**src/rtl/logic_accum_unit.sv**
```systemverilog
// W-bit bitwise logic unit (AND/OR/XOR/NAND) with a valid/ready stream interface.
// Pairwise mode registers A op B per beat; accumulate mode folds up to DEPTH beats into one result.
module logic_accum_unit #(
   parameter int W     = 8,
   parameter int DEPTH = 4,
   parameter int CW    = $clog2(DEPTH+1)
) (
   input  logic          CLK,
   input  logic          RST,
   input  logic [W-1:0]  A,
   input  logic [W-1:0]  B,
   input  logic [1:0]    OP,
   input  logic          MODE,
   input  logic          LAST,
   input  logic          IN_VALID,
   output logic          IN_READY,
   output logic [W-1:0]  Y,
   output logic          OUT_VALID,
   input  logic          OUT_READY,
   output logic [CW-1:0] CNT
);

   typedef enum logic [1:0] {S_IDLE = 2'd0, S_ACC = 2'd1, S_OUT = 2'd2} state_t;

   localparam logic [CW-1:0] CNT_LAST = CW'(DEPTH-1);

   state_t        r_state;
   state_t        w_state_nxt;
   logic [W-1:0]  r_acc;
   logic [CW-1:0] r_cnt;
   logic [1:0]    r_op;
   logic          r_mode;

   logic          w_accept;
   logic          w_first_done;
   logic          w_acc_done;
   logic          w_load_first;
   logic          w_load_acc;
   logic          w_clear;
   logic [W-1:0]  w_first_val;
   logic [W-1:0]  w_fold_val;

   function automatic logic [W-1:0] f_op(input logic [1:0] op,
                                         input logic [W-1:0] x,
                                         input logic [W-1:0] y);
      case (op)
         2'b00:   f_op = x & y;
         2'b01:   f_op = x | y;
         2'b10:   f_op = x ^ y;
         default: f_op = ~(x & y);
      endcase
   endfunction

   assign w_accept     = IN_VALID && IN_READY;
   // A beat arriving in IDLE or while the result drains starts a new frame with fresh OP/MODE.
   assign w_load_first = w_accept && (r_state != S_ACC);
   assign w_load_acc   = w_accept && (r_state == S_ACC);
   assign w_clear      = (r_state == S_OUT) && OUT_READY && !IN_VALID;
   assign w_first_done = !MODE || (DEPTH == 1) || LAST;
   assign w_acc_done   = LAST || (r_cnt == CNT_LAST) || !r_mode;
   assign w_first_val  = f_op(OP, A, B);
   assign w_fold_val   = f_op(r_op, r_acc, A);

   // State register
   always_ff @(posedge CLK or posedge RST) begin
      if (RST) r_state <= S_IDLE;
      else     r_state <= w_state_nxt;
   end

   // Next-state logic
   always_comb begin
      w_state_nxt = r_state;
      case (r_state)
         S_IDLE: if (w_accept) w_state_nxt = w_first_done ? S_OUT : S_ACC;
         S_ACC:  if (w_accept) w_state_nxt = w_acc_done ? S_OUT : S_ACC;
         S_OUT: begin
            if (OUT_READY) begin
               if (IN_VALID) w_state_nxt = w_first_done ? S_OUT : S_ACC;
               else          w_state_nxt = S_IDLE;
            end
         end
         default: w_state_nxt = S_IDLE;
      endcase
   end

   // Output decode: purely from state, except the drain-time pass-through of OUT_READY
   always_comb begin
      IN_READY  = 1'b1;
      OUT_VALID = 1'b0;
      if (r_state == S_OUT) begin
         IN_READY  = OUT_READY;
         OUT_VALID = 1'b1;
      end
   end

   // Datapath: accumulator, beat counter and per-frame latches
   always_ff @(posedge CLK or posedge RST) begin
      if (RST) begin
         r_acc  <= '0;
         r_cnt  <= '0;
         r_op   <= 2'b00;
         r_mode <= 1'b0;
      end else if (w_load_first) begin
         r_acc  <= w_first_val;
         r_cnt  <= CW'(1);
         r_op   <= OP;
         r_mode <= MODE;
      end else if (w_load_acc) begin
         r_acc  <= w_fold_val;
         r_cnt  <= r_cnt + CW'(1);
      end else if (w_clear) begin
         r_cnt  <= '0;
      end
   end

   assign Y   = r_acc;
   assign CNT = r_cnt;

endmodule

```
**config.mk**
```make
export PLATFORM = sky130hd
export DESIGN_NAME = logic_accum_unit
export DESIGN_NICKNAME = d
export VERILOG_FILES = /design/src/rtl/logic_accum_unit.sv
export SDC_FILE = /design/constraint.sdc
export NUM_CORES = 1
export LEC_CHECK = 0
export ABC_CLOCK_PERIOD_IN_PS = 1600
export CAP_MARGIN = 5
export CORE_MARGIN = 2
export CORE_UTILIZATION = 35
export DETAILED_ROUTE_END_ITERATION = 16
export GPL_TIMING_DRIVEN = 0
export PLACE_DENSITY = 0.6
export SYNTH_ARGS = -nofsm -noshare
export SYNTH_HDL_FRONTEND = slang
export SYNTH_SLANG_ARGS = --single-unit
```
**constraint.sdc**
```tcl
create_clock -name CLK -period 1.6 [get_ports CLK]
set_input_delay 0.16 -clock CLK [delete_from_list [all_inputs] [get_ports CLK]]
set_output_delay 0.16 -clock CLK [all_outputs]
set_load 0.1 [all_outputs]
```
==> flow_metrics.env <==
export IMPL_port_buffers=34
export IMPL_worst_pin_slew_ns=0.634
export IMPL_vias=1546
export IMPL_grt_util_all_layers=0.151
export IMPL_fillers=498
export IMPL_gp_congestion=0.734
export IMPL_ir_drop_mv=0.705
export IMPL_hold_viol=0
export IMPL_areaGrowthSynthToFinish_pct=32.2
export IMPL_max_freq_mhz=645
export IMPL_end_kind="output pin"
export IMPL_worstSkewPairLatency_ns=0.24
export IMPL_slowest_stage="dfrtp_2"
export IMPL_hpwl_um=2860
export IMPL_final_setup_tns_ns=0
export IMPL_crit_family="flip-flops"
export IMPL_antenna_found_initial=0
export IMPL_crit_buf_inv=1
export IMPL_drc_errors=0
export IMPL_ant_nets=0
export IMPL_start_kind="register"
export IMPL_place_ws_ns=-0.604
export IMPL_h_tree_depth=1
export IMPL_cts_tree="built"
export IMPL_die_h_um=74.5
export IMPL_grt_pass1_wl_um=6600
export IMPL_cap_violations=0
export IMPL_slew_violations=0
export IMPL_dr_pass1_iters=4
export IMPL_worstPathRequired_ns=1.44
export IMPL_synth_edf_count=0
export IMPL_min_period_ns=1.55
export IMPL_p_sw_frac=0.484
export IMPL_p_per_area_nw_per_um2=936
export IMPL_slowest_delay_ns=0.43
export IMPL_numCtsBuffers=3
export IMPL_rsz0062_at_grt="false"
export IMPL_final_nets=315
export IMPL_row_count=25
export IMPL_finClkSkew_ns=0.00108
export IMPL_crit_fanout=5
export IMPL_switchingPower_uw=1040
export IMPL_clockBufferDepth=2
export IMPL_syn_area_per_cell_um2=8.09
export IMPL_dieArea_um2=5550
export IMPL_slew_headroom=0.577
export IMPL_clockRootBuffer="clkbuf_8"
export IMPL_vias_per_cell=4.79
export IMPL_grt_pass1_vias=1447
export IMPL_ys_warn_count=0
export IMPL_report_final_setup_viol=0
export IMPL_initial_core_util=0.366
export IMPL_core_area_um2=4750
export IMPL_pin_count=37
export IMPL_clkTransAtPathRegs_ns=0.06
export IMPL_fin_util=0.483
export IMPL_status="finished clean"
export IMPL_grt_ovfl_total=0
export IMPL_synth_cell_types=27
export IMPL_crit_arrival_ns=1.39
export IMPL_layout_setup_ws_ns=0.0505
export IMPL_critical_path_class="reg2out"
export IMPL_min_path_type="in2reg"
export IMPL_drive_gt1_frac=0.203
export IMPL_total_power_uw=2150
export IMPL_netlist_area_um2=1740
export IMPL_synthCells=215
export IMPL_wl_per_cell_um=11.9
export IMPL_async_flop_share=1.00
export IMPL_synth_net_count=273
export IMPL_leakagePower_uw=0.00110
export IMPL_synth_seq_cells=16
export IMPL_finalCritPeriodShare=0.968
export IMPL_numClockSinks=16
export IMPL_p_int_uw=1110
export IMPL_synth_seq_area_share=0.230
export IMPL_die_width_um=74.5
export IMPL_seqPwrFrac=0.271
export IMPL_synth_main_ff_cell="dfrtp_1"
export IMPL_crit_chain="or3b_4 > buf_2"
export IMPL_p_comb_frac=0.564
export IMPL_wirelength_um=3840
export IMPL_antenna_cells=0
export IMPL_initialDrtViolationCount=93
export IMPL_grt_max_degree=17
export IMPL_clockPowerShare=0.165
## layout by cell type (no fill, tap or decap)
cell | netlist | routed
o21ai_1 | 0 | 1
dfrtp_1 | 16 | 4
o22ai_1 | 2 | 2
clkdlybuf4s15_2 | 0 | 11
ha_1 | 34 | 34
clkbuf_2 | 0 | 2
or3b_4 | 1 | 1
nand2b_1 | 4 | 4
nor3_1 | 1 | 1
nor3b_1 | 1 | 1
a211o_1 | 8 | 8
clkbuf_8 | 0 | 4
buf_8 | 0 | 1
clkbuf_4 | 0 | 1
nor2b_2 | 0 | 1
nor2b_1 | 4 | 3
a21oi_2 | 0 | 4
or3_1 | 1 | 1
buf_2 | 6 | 6
buf_4 | 0 | 4
a211oi_1 | 6 | 6
inv_1 | 33 | 32
clkdlybuf4s50_1 | 0 | 21
dfrtp_2 | 0 | 8
and3_1 | 1 | 1
o221ai_1 | 3 | 3
dfrtp_4 | 0 | 4
nand2_1 | 20 | 20
inv_2 | 0 | 1
mux2_2 | 3 | 3
mux2i_1 | 7 | 7
clkbuf_1 | 3 | 2
nand3_2 | 1 | 1
nor2_1 | 15 | 15
o21ai_0 | 5 | 4
a21oi_1 | 25 | 21
o211ai_1 | 12 | 12
nand3b_1 | 1 | 1
## worst register-to-register path, delay by kind of cell, from the launching register on
kind	cells	cell delay, ns
simple gates	2	0.51
buf+inv	1	0.16
mux	1	0.34
flops	1	0.43
## state kept, by name, summed over array words and instances (netlist names)
signal   count
CNT          3
r_state      2
r_op         2
r_mode       1
Y            8
## synth_stat cells (3+ instances only)
master	count	area share
nand2_1	20	0.043
a21oi_1	25	0.072
ha_1	34	0.24
nand2b_1	4	0.014
o21ai_0	5	0.014
mux2i_1	7	0.040
a211o_1	8	0.040
o211ai_1	12	0.052
buf_2	6	0.017
inv_1	33	0.071
a211oi_1	6	0.026
o221ai_1	3	0.015
nor2b_1	4	0.014
clkbuf_1	3	0.0065
mux2_2	3	0.019
nor2_1	15	0.032
dfrtp_1	16	0.23
## power groups by stage
| stage | Sequential (µW) | Clock (µW) | Combinational [µW] |
|---|---|---|---|
| floorplan | 981 | 0 | 523 |
| global placement | 595 | 0 | 1220 |
| detailed placement | 594 | 0 | 1220 |
| CTS | 588 | 364 | 1210 |
| global route | 603 | 383 | 1320 |
| finish | 583 | 355 | 1210 |
## logic make-up (layout without fill, tap and decap cells)
family	count (synthesis)	count (layout)	synth area share
adder cells (fa/ha/maj)	34	34	0.245
flip-flops	16	16	0.230
AND/OR/NAND/NOR	50	50	0.135
buffers and inverters	44	85	0.104
multiplexers	10	10	0.0597
AO/OA/AOI/OAI	61	61	0.227
## metal layers
layer / vias up / share of wire / GRT usage
met4: 0 / 0.0031 / 0.0258
met1: 693 / 0.50 / 0.224
met2: 29 / 0.45 / 0.242
met5: - / 0 / 0
li1: 822 / - / -
met3: 2 / 0.044 / 0.0149
## metrics by stage
stage / hold WS [ns] / instances / instance area (µm²)
after CTS: 0.261 / 320 / 2280
after global placement: 0.514 / 316 / 2200
final: 0.259 / 323 / 2300
after detailed placement: 0.507 / 316 / 2200
after global routing: 0.293 / 323 / 2300
after floorplan: 0.0733 / 215 / 1780
## area by class of cell
type / count / area, µm² / share of cell area
plain buffers: 11 / 67.6 / 0.0294
well taps: 67 / 83.8 / 0.0365
clock buffers: 4 / 55.1 / 0.0240
repair buffers: 37 / 367 / 0.159
multi-input cells: 155 / 1180 / 0.512
inverters: 33 / 124 / 0.0539
flip-flops and latches: 16 / 425 / 0.185
## path summary, 6_finish.rpt
path                       startpoint    endpoint  slack (ns)  depth (start not counted)
setup reg to reg           r_state[0]     r_op[1]        0.05                          4
hold reg to reg                CNT[2]      CNT[2]        0.52                          2
min in group asynchronous         RST        Y[3]        0.30                          2
setup / recovery           r_state[0]    IN_READY        0.05                          2
max in group asynchronous         RST        Y[0]        0.83                          2
hold / removal               IN_VALID  r_state[1]        0.26                          3
## what timing repair did
item                                    CTS  global route
gates cloned                              0             0
endpoints found under the setup margin   15             8
hold buffers                              0             0
gates resized for setup                  40            11
setup buffers                             0             3
Note: power is estimated with default switching activity, not from simulation.
